==> src/rtl/countdown_timer_if.sv <==
// Control/display bundle of the countdown timer: the control FSM drives start/cancel/pause/load_val,
// the timer returns the display bus, the run flag and the expiry pulse.
interface countdown_timer_if;
    logic       start;
    logic       cancel;
    logic       pause;
    logic [7:0] load_val;
    logic [8:0] seconds;
    logic       running;
    logic       expired;

    modport master (
        output start,
        output cancel,
        output pause,
        output load_val,
        input  seconds,
        input  running,
        input  expired
    );

    modport slave (
        input  start,
        input  cancel,
        input  pause,
        input  load_val,
        output seconds,
        output running,
        output expired
    );
endinterface

==> src/rtl/countdown_timer.sv <==
// Two-digit BCD countdown timer: loads a value, steps it down once per TICKS_PER_SEC cycles
// and drives a registered {valid, tens, ones} display bus plus a one-cycle expiry pulse.
module countdown_timer #(
    parameter int unsigned TICKS_PER_SEC = 100_000_000
) (
    input  logic              clk,
    input  logic              reset,
    countdown_timer_if.slave  tmr
);

    localparam int unsigned CW = (TICKS_PER_SEC > 2) ? $clog2(TICKS_PER_SEC) : 1;
    localparam logic [CW-1:0] PRESC_LAST = CW'(TICKS_PER_SEC - 1);

    typedef enum logic [1:0] {
        S_IDLE = 2'd0,
        S_RUN  = 2'd1,
        S_DONE = 2'd2
    } state_e;

    state_e        state_q,   state_d;
    logic [3:0]    tens_q,    tens_d;
    logic [3:0]    ones_q,    ones_d;
    logic [CW-1:0] presc_q,   presc_d;
    logic          expired_q, expired_d;
    logic [8:0]    seconds_q, seconds_d;
    logic          running_q, running_d;

    function automatic logic [3:0] clamp_bcd(input logic [3:0] digit);
        return (digit > 4'd9) ? 4'd9 : digit;
    endfunction

    // NOTE: every variable gets a default before any branch so no path leaves it unassigned (no latches).
    always_comb begin
        state_d   = state_q;
        tens_d    = tens_q;
        ones_d    = ones_q;
        presc_d   = presc_q;
        expired_d = 1'b0;

        if (tmr.cancel) begin
            state_d = S_IDLE;
            tens_d  = 4'd0;
            ones_d  = 4'd0;
            presc_d = '0;
        end else if (tmr.start) begin
            state_d = S_RUN;
            tens_d  = clamp_bcd(tmr.load_val[7:4]);
            ones_d  = clamp_bcd(tmr.load_val[3:0]);
            presc_d = '0;
        end else if (state_q == S_RUN) begin
            // A load of 00 expires on the very next cycle without waiting for a tick.
            if (tens_q == 4'd0 && ones_q == 4'd0) begin
                state_d   = S_DONE;
                expired_d = 1'b1;
            end else if (!tmr.pause) begin
                if (presc_q == PRESC_LAST) begin
                    presc_d = '0;
                    if (ones_q != 4'd0) begin
                        ones_d = ones_q - 4'd1;
                    end else begin
                        ones_d = 4'd9;
                        tens_d = tens_q - 4'd1;
                    end
                    if (tens_q == 4'd0 && ones_q == 4'd1) begin
                        state_d   = S_DONE;
                        expired_d = 1'b1;
                    end
                end else begin
                    presc_d = presc_q + CW'(1);
                end
            end
        end

        // Outputs are decoded from next state so they can be registered without extra latency.
        seconds_d = 9'h000;
        running_d = 1'b0;
        case (state_d)
            S_RUN: begin
                seconds_d = {1'b1, tens_d, ones_d};
                running_d = 1'b1;
            end
            S_DONE:  seconds_d = 9'h100;
            default: seconds_d = 9'h000;
        endcase
    end

    // NOTE: sequential state uses non-blocking assignments so all registers update from pre-edge values.
    always_ff @(posedge clk or posedge reset) begin
        if (reset) begin
            state_q   <= S_IDLE;
            tens_q    <= 4'd0;
            ones_q    <= 4'd0;
            presc_q   <= '0;
            expired_q <= 1'b0;
            seconds_q <= 9'h000;
            running_q <= 1'b0;
        end else begin
            state_q   <= state_d;
            tens_q    <= tens_d;
            ones_q    <= ones_d;
            presc_q   <= presc_d;
            expired_q <= expired_d;
            seconds_q <= seconds_d;
            running_q <= running_d;
        end
    end

    assign tmr.seconds = seconds_q;
    assign tmr.running = running_q;
    assign tmr.expired = expired_q;

endmodule

==> src/flat_wrapper.sv <==
// flat-port wrapper written by rule: the top's interface ports become plain ports
module countdown_timer_flat 
#(
    parameter int unsigned TICKS_PER_SEC = 100_000_000
)
  (clk, reset, tmr_start, tmr_cancel, tmr_pause, tmr_load_val, tmr_seconds, tmr_running, tmr_expired);
  countdown_timer_if tmr_i ();
  input  logic clk;
  input  logic reset;
  input wire logic [$bits(tmr_i.start)-1:0] tmr_start;
  input wire logic [$bits(tmr_i.cancel)-1:0] tmr_cancel;
  input wire logic [$bits(tmr_i.pause)-1:0] tmr_pause;
  input wire logic [$bits(tmr_i.load_val)-1:0] tmr_load_val;
  output wire logic [$bits(tmr_i.seconds)-1:0] tmr_seconds;
  output wire logic [$bits(tmr_i.running)-1:0] tmr_running;
  output wire logic [$bits(tmr_i.expired)-1:0] tmr_expired;
  assign tmr_i.start = tmr_start;
  assign tmr_i.cancel = tmr_cancel;
  assign tmr_i.pause = tmr_pause;
  assign tmr_i.load_val = tmr_load_val;
  assign tmr_seconds = tmr_i.seconds;
  assign tmr_running = tmr_i.running;
  assign tmr_expired = tmr_i.expired;
  countdown_timer #(.TICKS_PER_SEC(TICKS_PER_SEC)) u_core (.clk(clk), .reset(reset), .tmr(tmr_i));
endmodule
==> config.mk <==
export PLATFORM = sky130hd
export DESIGN_NAME = countdown_timer_flat
export DESIGN_NICKNAME = d
export VERILOG_FILES = /design/src/rtl/countdown_timer_if.sv /design/src/rtl/countdown_timer.sv /design/src/flat_wrapper.sv
export SDC_FILE = /design/constraint.sdc
export NUM_CORES = 1
export LEC_CHECK = 0
export ABC_AREA = 1
export ABC_CLOCK_PERIOD_IN_PS = 2000
export BUFFER_PORTS_ARGS = -buffer_cell sky130_fd_sc_hd__buf_2
export CAP_MARGIN = 15
export CORE_MARGIN = 1
export CORE_UTILIZATION = 54
export DETAILED_ROUTE_END_ITERATION = 10
export PLACE_DENSITY = 0.75
export SYNTH_ARGS = -nofsm -noshare
export SYNTH_HDL_FRONTEND = slang
export SYNTH_SLANG_ARGS = --single-unit
==> constraint.sdc <==
create_clock -name clk -period 2 [get_ports clk]
set_input_delay 0.2 -clock clk [delete_from_list [all_inputs] [get_ports clk]]
set_output_delay 0.2 -clock clk [all_outputs]
set_load 0.005 [all_outputs]
# Yosys cells after proc, flatten, opt, wreduce, memory -nomap -nowiden
# Cells that the tools add are included.
dict set report totals {
  word_cells 64
  out_inout_bits 11
  ff_bits 48
  inputBits 13
}
dict set report op_classes {
  addsub 3
  order_cmp 2
  muxes 38
  reduce_logical 7
  eq_ne 7
}
# operator n
set ops {}
lappend ops {{2-to-1 mux 27 bit} 6}
lappend ops {{2-to-1 mux 4 bit} 16}
lappend ops {{adder 27 x 1 -> 27 bit (second input constant)} 1}
lappend ops {{== test 27 bit (second input constant)} 1}
lappend ops {{case mux 9 bit (2 select lines)} 1}
lappend ops {{2-to-1 mux 2 bit} 7}
lappend ops {{> comparator 4 bit (second input constant)} 2}
lappend ops {{logical NOT 4 bit} 2}
lappend ops {{2-to-1 mux 1 bit} 8}
lappend ops {{subtractor 4 x 1 -> 4 bit (second input constant)} 2}
lappend ops {{inequality test 3 bit (second input constant)} 2}
lappend ops {{== test 2 x 1 -> 1 bit (second input constant)} 2}
lappend ops {{== test 4 x 1 -> 1 bit (second input constant)} 1}
lappend ops {{nonzero test 4 bit} 1}
lappend ops {{AND reduction 3 bit} 1}
lappend ops {{nonzero test 3 bit} 1}
lappend ops {{== test 2 bit (second input constant)} 1}
lappend ops {{logical AND 1 bit} 2}

# Depth between registers and ports, before layout
# Gate-level depths: netlist of run 1.
dict set report logic_depth {
  depth_word 11
  mapped_depth 15
  mapped_depth_nobuf 15
}

# Worst setup path after synthesis of run 1
# No wires, ideal clock.
dict set report synth_timing {
  path_type {flip-flop to flip-flop}
  from {register u_core.presc_q[0]}
  to {register u_core.seconds_q[0], in the netlist u_core.tmr.seconds[0]}
  setup_time_ns 0.125
  path_slack_ns -0.029
  path_stages_with_launch 16
  period_less_slack_ns 2.029
  t_arrival_ns 1.904
  path_buffers 0
  t_required_ns 1.875
  path_cell_list {dfrtp_1 > ha_1 > nand3_1 > inv_2 > nand2_2 > clkinv_2 > nand2_4 > nor2_8 > nand2_1 > o21ai_1 > nand3_1 > o21ai_1 > inv_2 > ha_1 > inv_1 > nor3_1}
}
dict set report synth_via {
  elab_chain_cells 9
  elab_cells_between_ends 16
  classes_between {eq/ne (3); mux (13)}
}
# element line_no
set synth_rtl {}
lappend synth_rtl {{start, declared} countdown_timer.sv:23} ;# logic [CW-1:0] presc_q, presc_d;
lappend synth_rtl {{start signal, assigned} countdown_timer.sv:101} ;# presc_q <= presc_d;
lappend synth_rtl {{== test 27 bit *} countdown_timer.sv:56} ;# if (presc_q == PRESC_LAST) begin
lappend synth_rtl {{2-to-1 mux 2 bit *} countdown_timer.sv:56}
lappend synth_rtl {{2-to-1 mux 2 bit *} countdown_timer.sv:55} ;# end else if (!tmr.pause) begin
lappend synth_rtl {{2-to-1 mux 2 bit *} countdown_timer.sv:52} ;# if (tens_q == 4'd0 && ones_q == 4'd0) begin
lappend synth_rtl {{2-to-1 mux 2 bit *} countdown_timer.sv:50} ;# end else if (state_q == S_RUN) begin
lappend synth_rtl {{2-to-1 mux 2 bit *} countdown_timer.sv:45} ;# end else if (tmr.start) begin
lappend synth_rtl {{2-to-1 mux 2 bit *} countdown_timer.sv:40} ;# if (tmr.cancel) begin
lappend synth_rtl {{via u_core.state_d[1]} countdown_timer.sv:20} ;# state_e state_q, state_d;
lappend synth_rtl {{== test 2 bit or == test 2 x 1 -> 1 bit (tied branches)} countdown_timer.sv:77} ;# case (state_d)
lappend synth_rtl {{case mux 9 bit (2 select lines) *} countdown_timer.sv:77}
lappend synth_rtl {{via u_core.seconds_d[0]} countdown_timer.sv:25} ;# logic [8:0] seconds_q, seconds_d;
lappend synth_rtl {{end signal, assigned} countdown_timer.sv:103} ;# seconds_q <= seconds_d;
lappend synth_rtl {{end, declared} countdown_timer.sv:25}
# Mark *: on every way through the listed nets, which the timed path passes. The rest lies on a longest branch.
# A chain may end at the register's enable or synchronous reset.

# Final worst setup path of run 1
dict set report layout_timing {
  from {register u_core.presc_q[1]}
  to {register u_core.seconds_q[4], in the netlist u_core.tmr.seconds[4]}
}
# Same word-level chain as after synthesis.

==> results of run 1 <==
[kinds of logic (layout without fill, tap and decap cells)]
group	count (synthesis)	after routing	synth area share (%)
AO/OA/AOI/OAI	40	40	7.76
XOR/XNOR	5	5	1.52
multiplexers	1	1	0.349
adder cells (fa/ha/maj)	7	7	3.05
flip-flops	48	48	41.8
buffers and inverters	67	127	9.37
AND/OR/NAND/NOR	230	230	36.1
[routing by layer]
layer  routed length, um  share of wire [%]
met1                3290                 48
met2                3110                 46
met3                 281                4.1
met4                 108                1.6
met5                   0                  0
[what timing repair did]
| action | 4_1_cts | 5_1_grt |
|---|---|---|
| hold buffers | 1 | 0 |
| endpoints found under the hold margin | 12 | 0 |
| setup endpoints to repair | 8 | 12 |
| pin swaps | 1 | 6 |
| gates resized for setup | 4 | 21 |
| buffers inserted | 2 | 1 |
[final timing paths]
kind                                    endpoint  cells after the start  slack, ns
max                        u_core.tmr.seconds[4]                     15       0.04
min                            u_core.state_q[0]                      2       0.19
max reg2reg                u_core.tmr.seconds[4]                     15       0.04
min reg2reg                    u_core.presc_q[6]                      1       0.50
max in group asynchronous  u_core.tmr.seconds[6]                      4       1.05
min in group asynchronous     u_core.presc_q[14]                      3       0.38
[registers in the layout (all words and copies together) (netlist names)]
register and flops:
u_core.presc_q 27, u_core.tmr.seconds 9, u_core.ones_q 4, u_core.tens_q 4, u_core.state_q 2, u_core.tmr.expired 1, u_core.tmr.running 1
[cell type report]
class	count	area share [%]
Inverter	62	6.91
Timing Repair Buffer	58	10.9
Tap cell	70	2.52
Clock inverter	2	0.360
Clock buffer	5	1.98
Multi-Input combinational cell	283	42.7
Sequential cell	48	34.6
[cells in the final DEF, fill, tap and decap left out, drive strengths merged]
cell,netlist,routed
a21oi,16,16
a31oi,1,1
clkinv,2,3
nor2,70,70
nand3,27,27
xor2,5,5
clkinvlp,0,1
mux2i,1,1
nand2,108,108
nand4,12,12
ha,7,7
buf,4,57
o21ai,20,20
or2,1,1
nor3,10,10
a32o,1,1
inv,60,60
clkbuf,1,5
dlygate4sd3,0,1
and3,1,1
dfrtp,48,48
a31o,1,1
nand3b,1,1
o22ai,1,1
[per-stage QoR]
stage / instances / hold slack, ns / power, uW
5_1_grt: 528 / 0.188 / 1910
6_report: 528 / 0.189 / 1810
4_1_cts: 527 / 0.158 / 1820
3_3_place_gp: 517 / 0.162 / 1240
3_5_place_dp: 517 / 0.166 / 1250
2_1_floorplan: 398 / 0.349 / 1170
[report_power, final]
part           total [uW]  switching (uW)  internal (uW)
sequential           1000            11.3            990
combinational         251             165           86.1
clock                 561             324            237
total                1810             500           1310
==> flow_metrics.env, run 1 <==
export IMPL_cts_max_level=2
export IMPL_period_needed_ns=1.96
export IMPL_final_setup_viol_count=0
export IMPL_cts_buffer_depth=2
export IMPL_cp_top_family="simple AND/OR/NAND/NOR gates"
export IMPL_synth_edf_count=0
export IMPL_drtIter0Drc=203
export IMPL_hold_path_class="in2reg"
export IMPL_slew_headroom_pct=72.3
export IMPL_clock_sinks=48
export IMPL_fin_ws_ns=0.0356
export IMPL_dp_slack_ns=-0.0306
export IMPL_wl_um=6790
export IMPL_dp_hpwl_um=5200
export IMPL_antenna_left=0
export IMPL_routabilityCongestion=0.995
export IMPL_diodes=0
export IMPL_tritoncts="built"
export IMPL_synth_cells=398
export IMPL_tightest_slew_ns=0.415
export IMPL_synthArstFlopShare_pct=100
export IMPL_yosysTopAreaCellShare_pct=41.8
export IMPL_cp_max_fo=8
export IMPL_max_cap_violations=0
export IMPL_path_common_cell="nand2_2"
export IMPL_cts_root_buf="clkbuf_8"
export IMPL_skew_ns=0.0104
export IMPL_synthTopCellsByArea="dfrtp_1 42%, nand2_1 13%, nor2_1 8.1%, inv_1 6.5%, nand3_1 4.5%"
export IMPL_critical_path_slowest_cell="dfrtp_1"
export IMPL_dpl_instance_area_mm2=0.00327
export IMPL_drive_above_1_share_pct=24.9
export IMPL_nNetsFinal=478
export IMPL_ys_warn_count=0
export IMPL_worstHoldStart="tmr_cancel"
export IMPL_die_area_mm2=0.00561
export IMPL_r2r_start="u_core.presc_q[1]"
export IMPL_design_area_mm2=0.00348
export IMPL_area_growth_pct=21.0
export IMPL_synth_cell_area_mm2=0.00287
export IMPL_worstPathRequired_ns=2.19
export IMPL_criticalPathCategory="reg2reg"
export IMPL_cts_made_buffers=5
export IMPL_grt_total_usage_pct=26.4
export IMPL_port_buffers=23
export IMPL_drc=0
export IMPL_die_w_um=74.9
export IMPL_core_mm2=0.00511
export IMPL_p_leak_uw=0.00183
export IMPL_synth_seq_area_share_pct=41.8
export IMPL_drt_pass1_iterations=4
export IMPL_start_util_pct=56.2
export IMPL_fin_crit_sh_pct=98.2
export IMPL_crit_buf_inv=3
export IMPL_grt_pass1_wl_um=11100
export IMPL_multi_input_area_mm2=0.00149
export IMPL_busiest_layer="met2"
export IMPL_clkLatencyLatePin_ns=0.30
export IMPL_use_met2_pct=40.5
export IMPL_clkTransAtPathRegs_ns=0.09
export IMPL_synthTopCellsByCount="101 x nand2_1, 62 x nor2_1, 50 x inv_1"
export IMPL_use_met3_pct=4.55
export IMPL_drv_slew=0
export IMPL_viasPerCell=5.08
export IMPL_vias=2684
export IMPL_overflow=0
export IMPL_rsz0062_at_grt="true"
export IMPL_regArea_mm2=0.00120
export IMPL_cp_arrival_ns=2.16
export IMPL_antenna_found_initial=0
export IMPL_ir_drop_v=0.000530
export IMPL_power_density_mw_per_mm2=522
export IMPL_hold_viol_final=0
export IMPL_yosys_most_used_dff="dfrtp_1"
export IMPL_synth_nets=418
export IMPL_first_global_vias=2471
export IMPL_drt_wirelength_per_cell_um=12.9
export IMPL_cp_startpoint="u_core.presc_q[1]"
export IMPL_final_core_util_pct=68.1
export IMPL_grt_met1_usage_pct=37.7
export IMPL_avgSynthCellArea_um2=7.21
export IMPL_cp_end_kind="register"
export IMPL_crit_chain="ha_2 > nand3_2 > inv_2 > nand2_2 > inv_4 > nand2_4 > nor2_8 > nand2_2 > o21ai_2 > nand2_1 > nand2_2 > a21oi_2 > ha_2 > clkinv_4 > nor2_1"
export IMPL_synth_most_common_cell="nand2_1"
export IMPL_cp_slowest_stage_delay_ns=0.37
export IMPL_io_pins=24
export IMPL_max_clock_freq_ghz=0.509
export IMPL_dieHeight_um=74.9
export IMPL_fillers=449
export IMPL_synth_top_area_cell="dfrtp_1"
export IMPL_grt_max_degree=22
export IMPL_startpoint_type="register"
export IMPL_synth_distinct_cells=35
export IMPL_ys_seq_elements=48
export IMPL_row_count=26
export IMPL_status="complete, no violations"
export IMPL_setup_tns_ns=0
No activity file was read; power rests on OpenSTA's default activity.
==> run 2: changes to the inputs <==
--- a/config.mk
+++ b/config.mk
@@ -5,7 +5,6 @@
 export SDC_FILE = /design/constraint.sdc
 export NUM_CORES = 1
 export LEC_CHECK = 0
-export ABC_AREA = 1
 export ABC_CLOCK_PERIOD_IN_PS = 2000
 export BUFFER_PORTS_ARGS = -buffer_cell sky130_fd_sc_hd__buf_2
 export CAP_MARGIN = 15
==> run 2 against run 1 <==
  * The run now ends with negative setup slack left
  * Die area fell by 4.9%
  * Critical path depth fell by 8
  * Sequential power barely moved
  * Largest power group unchanged
  * Utilization up 22 points
  * Routed wire length is 72% higher
  * Worst hold slack worse by 0.15 ns
  * Highest routed layer unchanged
  * Critical path type unchanged
  * First-iteration DRC count rose by 130%
  * Register-to-register slack lost 0.47 ns
  * Design area increased by 24%
  * Maximum frequency is 19% lower
  * Via count increased by 22%
==> flow_metrics.env, run 2 <==
export IMPL_core_mm2=0.00479
export IMPL_regMostFlops="u_core.presc_q"
export IMPL_rsz0062_at_grt="true"
export IMPL_synth_top_area_cell="dfrtp_1"
export IMPL_clkLatencyLatePin_ns=0.32
export IMPL_routabilityCongestion=0.951
export IMPL_diodes=0
export IMPL_p_switching_uw=599
export IMPL_synth_seq_area_share_pct=44.0
export IMPL_die_w_um=73.1
export IMPL_start_util_pct=57.0
export IMPL_die_area_mm2=0.00534
export IMPL_io_pins=24
export IMPL_use_met2_pct=54.8
export IMPL_fin_ws_ns=-0.438
export IMPL_skew_ns=0.0141
export IMPL_drv_slew=0
export IMPL_port_buffers=23
export IMPL_synthTopCellsByArea="dfrtp_1 44%, nor2_1 5.0%, xor2_1 3.9%, ha_1 3.2%, xnor2_1 3.2%"
export IMPL_synth_distinct_cells=56
export IMPL_fin_hold_ws_ns=0.0364
export IMPL_clkTransAtPathRegs_ns=0.10
export IMPL_grt_max_degree=49
export IMPL_failed_checks="negative setup slack"
export IMPL_reg2regPathDepth=7
export IMPL_slew_headroom_pct=59.1
export IMPL_dieHeight_um=73.1
export IMPL_synth_most_common_cell="dfrtp_1"
export IMPL_drt_pass1_iterations=6
export IMPL_tightest_slew_ns=0.614
export IMPL_grt_pass1_wl_um=13600
export IMPL_pwr_share_comb_pct=19.3
export IMPL_yosysTopAreaCellShare_pct=44.0
export IMPL_wl_um=11600
export IMPL_grt_total_usage_pct=34.0
export IMPL_cp_end_kind="register"
export IMPL_r2r_end="u_core.tens_q[0]"
export IMPL_fillers=181
export IMPL_nNetsFinal=424
export IMPL_ir_drop_v=0.000481
export IMPL_cts_buffer_depth=2
export IMPL_power_density_mw_per_mm2=498
export IMPL_reg2reg_slack_ns=-0.44
export IMPL_clock_sinks=48
export IMPL_post_place_cells=437
export IMPL_viasPerCell=6.93
export IMPL_drt_wirelength_per_cell_um=24.7
export IMPL_overflow=0
export IMPL_max_clock_freq_ghz=0.410
export IMPL_cp_max_fo=6
export IMPL_power_internal_uw=1540
export IMPL_dp_hpwl_um=5290
export IMPL_vias=3273
export IMPL_synth_nets=307
export IMPL_criticalPathCategory="reg2reg"
export IMPL_busiest_layer="met2"
export IMPL_drtIter0Drc=461
export IMPL_cp_arrival_ns=2.64
export IMPL_synth_edf_count=0
export IMPL_cts_max_level=2
export IMPL_row_count=25
export IMPL_sw_frac_of_total_pct=28.0
export IMPL_ys_seq_elements=48
export IMPL_final_setup_viol_count=29
export IMPL_antenna_left=0
export IMPL_final_cell_count_no_fill=472
export IMPL_drc=0
export IMPL_cp_startpoint="u_core.presc_q[4]"
export IMPL_final_cell_mix="88 x buf_4, 47 x dfrtp_1, 33 x nor2_1, 23 x buf_2, 15 x nand2_1"
export IMPL_worstPathRequired_ns=2.20
export IMPL_synthArstFlopShare_pct=100
export IMPL_synthTopCellsByCount="48 x dfrtp_1, 36 x nor2_1, 17 x nand2_1"
export IMPL_max_cap_violations=0
export IMPL_cts_made_buffers=5
export IMPL_area_growth_pct=57.6
export IMPL_tritoncts="built"
export IMPL_dp_slack_ns=-0.315
export IMPL_synth_cell_area_mm2=0.00273
export IMPL_synth_cells=287
export IMPL_avgSynthCellArea_um2=9.50
export IMPL_first_global_vias=2823
export IMPL_p_total_uw=2140
export IMPL_cts_root_buf="clkbuf_8"
export IMPL_hold_path_class="in2async"
export IMPL_grt_met1_usage_pct=44.2
export IMPL_use_met3_pct=5.94
export IMPL_status="finished with violations"
export IMPL_fin_crit_sh_pct=122
export IMPL_hold_viol_final=0
export IMPL_p_leak_uw=0.00198
export IMPL_crit_path_end="u_core.tens_q[0]"
export IMPL_final_common_cell="buf_4"
export IMPL_antenna_found_initial=0
export IMPL_seqPwrFrac_pct=47.2
export IMPL_r2r_start="u_core.presc_q[4]"
export IMPL_largest_register_ffs=27
export IMPL_period_needed_ns=2.44
export IMPL_ys_warn_count=0
export IMPL_startpoint_type="register"
export IMPL_yosys_most_used_dff="dfrtp_1"
export IMPL_clkPwrFrac_pct=33.6
export IMPL_drive_above_1_share_pct=51.1
run 2: worst max-delay path, stage by stage (launching register included):
cell      delay (ns)
dfrtp_1         0.40
nand4_4         0.12
or4_4           0.56
buf_4           0.16
buf_6           0.13
nor4_4          0.51
xnor2_2         0.18
a211oi_2        0.27
run 2: worst min path at each step:
| stage | start | cells past startpoint | endpoint | slack [ns] |
|---|---|---|---|---|
| after floorplan | tmr_load_val[5] | 2 | u_core.tens_q[1] | 0.32 |
| after global placement | reset | 3 | u_core.tens_q[0] | 0.39 |
| after detailed placement | reset | 3 | u_core.tens_q[0] | 0.39 |
| after CTS | reset | 3 | u_core.presc_q[8] | 0.06 |
| after global routing | reset | 3 | u_core.presc_q[17] | 0.09 |
| final | reset | 3 | u_core.tmr.seconds[5] | 0.04 |
run 2: final cells by class:
| class | count | area, um2 | area share, % |
|---|---|---|---|
| flip-flops and latches | 48 | 1200 | 28.0 |
| clock inverters | 3 | 42.5 | 0.990 |
| inverters | 12 | 47.5 | 1.11 |
| multi-input cells | 219 | 1980 | 46.0 |
| clock buffers | 5 | 68.8 | 1.60 |
| well taps | 67 | 83.8 | 1.95 |
| repair buffers | 118 | 877 | 20.4 |
run 2: timing repair:
action	CTS	global route
setup buffers	8	20
endpoints found under the setup margin	46	47
pin swaps	11	36
gates resized for setup	46	59
hold buffers	0	0
cloned	0	2
run 2: cell families after synthesis:
kind of cell               share of synthesized area (%)
and+or+nand+nor                                     29.6
DFF                                                 44.0
adders and majority gates                           3.21
buffers and inverters                               3.07
AOI/OAI and AO/OA                                   12.2
muxes                                              0.780
xor gates and xnor gates                            7.06
run 2: metrics by stage:
stage               instance area (um2)  TNS [ns]  utilization, %
finish                             4300     -5.91            89.8
global route                       4300     -6.20            89.8
CTS                                3850     -1.12            80.4
detailed placement                 3450     -6.45            72.1
global placement                   3450     -3.66            72.1
floorplan                          2770     -1.61               -
run 2: per-layer routing:
metal	wire length (um)	vias to the layer above
li1	-	1293
met1	4110	1512
met2	5250	354
met3	1360	114
met4	923	0
met5	0	-
run 2: power groups by stage:
stage	registers (uW)	clock network, uW	logic [uW]
floorplan	1020	0	143
global placement	1020	0	268
detailed placement	1020	0	274
CTS	1010	713	328
global route	1010	751	426
finish	1010	718	412
==> run 3: changes to the inputs <==
--- a/config.mk
+++ b/config.mk
@@ -6,11 +6,12 @@
 export NUM_CORES = 1
 export LEC_CHECK = 0
 export ABC_CLOCK_PERIOD_IN_PS = 2000
-export BUFFER_PORTS_ARGS = -buffer_cell sky130_fd_sc_hd__buf_2
+export BUFFER_PORTS_ARGS = -buffer_cell sky130_fd_sc_hd__clkbuf_2
 export CAP_MARGIN = 15
 export CORE_MARGIN = 1
 export CORE_UTILIZATION = 54
 export DETAILED_ROUTE_END_ITERATION = 10
+export GPL_TIMING_DRIVEN = 0
 export PLACE_DENSITY = 0.75
 export SYNTH_ARGS = -nofsm -noshare
 export SYNTH_HDL_FRONTEND = slang
==> run 3 against run 2 <==
  * The run still ends with negative setup slack left
  * First-iteration DRC count decreased by 63%
  * Global-route usage is 7.4 points lower
  * Setup slack improved by 0.25 ns
  * Clock power shrank 24%
  * Largest power group unchanged
  * Worst hold slack improved by 0.096 ns
  * Critical endpoint is now u_core.tmr.seconds[4]
==> flow_metrics.env, run 3 (same netlist as run 2, synthesis figures left out) <==
export IMPL_overflow=0
export IMPL_grt_max_degree=33
export IMPL_grt_pass1_wl_um=10800
export IMPL_drc=0
export IMPL_core_mm2=0.00479
export IMPL_die_area_mm2=0.00534
export IMPL_power_density_mw_per_mm2=507
export IMPL_die_w_um=73.1
export IMPL_viasPerCell=6.09
export IMPL_dpl_instance_area_mm2=0.00298
export IMPL_fin_ws_ns=-0.192
export IMPL_regMostFlops="u_core.presc_q"
export IMPL_vias=2551
export IMPL_p_leak_uw=0.00154
export IMPL_clock_sinks=48
export IMPL_status="finished with violations"
export IMPL_drt_wirelength_per_cell_um=17.6
export IMPL_wl_um=7380
export IMPL_port_buffers=23
export IMPL_slew_headroom_pct=58.1
export IMPL_cp_slowest_stage_delay_ns=0.55
export IMPL_first_global_vias=2244
export IMPL_fin_crit_sh_pct=110
export IMPL_critical_path_slowest_cell="or4_4"
export IMPL_drt_pass1_iterations=5
export IMPL_tritoncts="built"
export IMPL_max_cap_violations=0
export IMPL_dp_hpwl_um=4430
export IMPL_crit_chain="nand4_1 > or4_4 > or2_4 > o22a_1 > o21a_1 > ha_4 > nand2b_4 > a211oi_1"
export IMPL_cp_end_kind="register"
export IMPL_cp_arrival_ns=2.37
export IMPL_start_util_pct=57.0
export IMPL_final_cell_mix="43 x dfrtp_1, 34 x nor2_1, 34 x buf_4, 24 x clkbuf_2, 17 x nand2_1"
export IMPL_design_area_mm2=0.00366
export IMPL_nNetsFinal=372
export IMPL_grt_total_usage_pct=26.6
export IMPL_dp_slack_ns=-0.446
export IMPL_criticalPathCategory="reg2reg"
export IMPL_antenna_left=0
export IMPL_antenna_found_initial=0
export IMPL_drtIter0Drc=170
export IMPL_row_count=25
export IMPL_failed_checks="negative setup slack"
export IMPL_hold_path_class="in2reg"
export IMPL_startpoint_type="register"
export IMPL_final_core_util_pct=76.5
export IMPL_drv_slew=0
export IMPL_cts_root_buf="clkbuf_8"
export IMPL_dieHeight_um=73.1
export IMPL_worstPathRequired_ns=2.18
export IMPL_fillers=317
export IMPL_cts_buffer_depth=2
export IMPL_ir_drop_v=0.000337
export IMPL_max_clock_freq_ghz=0.456
export IMPL_drive_above_1_share_pct=37.8
export IMPL_final_common_cell="dfrtp_1"
export IMPL_clkTransAtPathRegs_ns=0.08
export IMPL_rsz0062_at_grt="true"
export IMPL_io_pins=24
export IMPL_post_place_cells=378
export IMPL_clkLatencyLatePin_ns=0.30
export IMPL_routabilityCongestion=0.899
export IMPL_tightest_slew_ns=0.623
export IMPL_cts_made_buffers=5
export IMPL_largest_register_ffs=27
export IMPL_cts_max_level=2
export IMPL_final_setup_viol_count=36
export IMPL_setup_tns_ns=-4.40
export IMPL_cp_max_fo=5
export IMPL_area_growth_pct=34.2
export IMPL_final_cell_count_no_fill=419
export IMPL_diodes=0
export IMPL_period_needed_ns=2.19
export IMPL_skew_ns=0.00820
export IMPL_hold_viol_final=0
==> run 3: changes by cell type in the layout (fill, tap and decap cells not counted), moves of 3 or more <==
cell / previous run / this run
nor4_4: 8 / 4
clkbuf_1: 0 / 3
buf_4: 88 / 34
dfrtp_1: 47 / 43
buf_2: 23 / 3
nor3_4: 3 / 0
dfrtp_2: 1 / 5
buf_6: 5 / 2
clkbuf_2: 0 / 24
a21oi_2: 9 / 5
nor4_2: 1 / 5
a21oi_1: 5 / 9
==> run 3: worst max-delay path: cells and delay by family, from the launching register on <==
kind	cells	cell delay [ns]
AND/OR/NAND/NOR	4	1.07
AO/OA/AOI/OAI	3	0.44
flip-flops	1	0.37
adder cells (fa/ha/maj)	1	0.18
==> run 3: what timing repair did <==
item	in CTS	in global routing
pin swaps	12	19
cloned	0	1
hold buffers	1	0
setup endpoints to repair	48	47
gates resized for setup	32	46
buffers inserted	18	16
endpoints found under the hold margin	16	0
==> run 3: power by group <==
group	total (uW)	switching [uW]	internal (uW)
Sequential	1010	23.2	990
Clock	548	309	238
Combinational	296	171	125
==> run 3: final cells by class <==
cell class | instances | area, um2 | area share [%]
plain buffers | 7 | 45.0 | 1.23
clock inverters | 1 | 5.00 | 0.137
multi-input cells | 218 | 1800 | 49.1
well taps | 67 | 83.8 | 2.29
inverters | 12 | 45.0 | 1.23
flip-flops and latches | 48 | 1210 | 33.0
repair buffers | 60 | 405 | 11.1
clock buffers | 6 | 72.6 | 1.98
==> run 3: through the flow <==
stage / total power (uW) / hold WS [ns]
global placement: 1230 / 0.436
global route: 1930 / 0.155
CTS: 1820 / 0.136
finish: 1860 / 0.132
detailed placement: 1240 / 0.183
floorplan: 1170 / 0.324
==> run 3: final timing paths <==
kind                                         endpoint  depth (start not counted)  slack [ns]               start
worst max-delay path            u_core.tmr.seconds[4]                          8       -0.19  u_core.presc_q[22]
worst min-delay path                 u_core.tens_q[1]                          3        0.13     tmr_load_val[5]
worst max register to register  u_core.tmr.seconds[4]                          8       -0.19  u_core.presc_q[22]
worst min register to register       u_core.ones_q[1]                          2        0.59    u_core.ones_q[1]
max in group asynchronous           u_core.presc_q[2]                          4        1.09               reset
min in group asynchronous            u_core.tens_q[2]                          3        0.40               reset
==> run 3: per-layer routing <==
| metal | wire [um] | vias to the layer above | track usage, % |
|---|---|---|---|
| li1 | - | 1187 | - |
| met1 | 3270 | 1248 | 38.6 |
| met2 | 3560 | 96 | 40.8 |
| met3 | 387 | 20 | 3.45 |
| met4 | 160 | 0 | 9.37 |
| met5 | 0 | - | 0 |
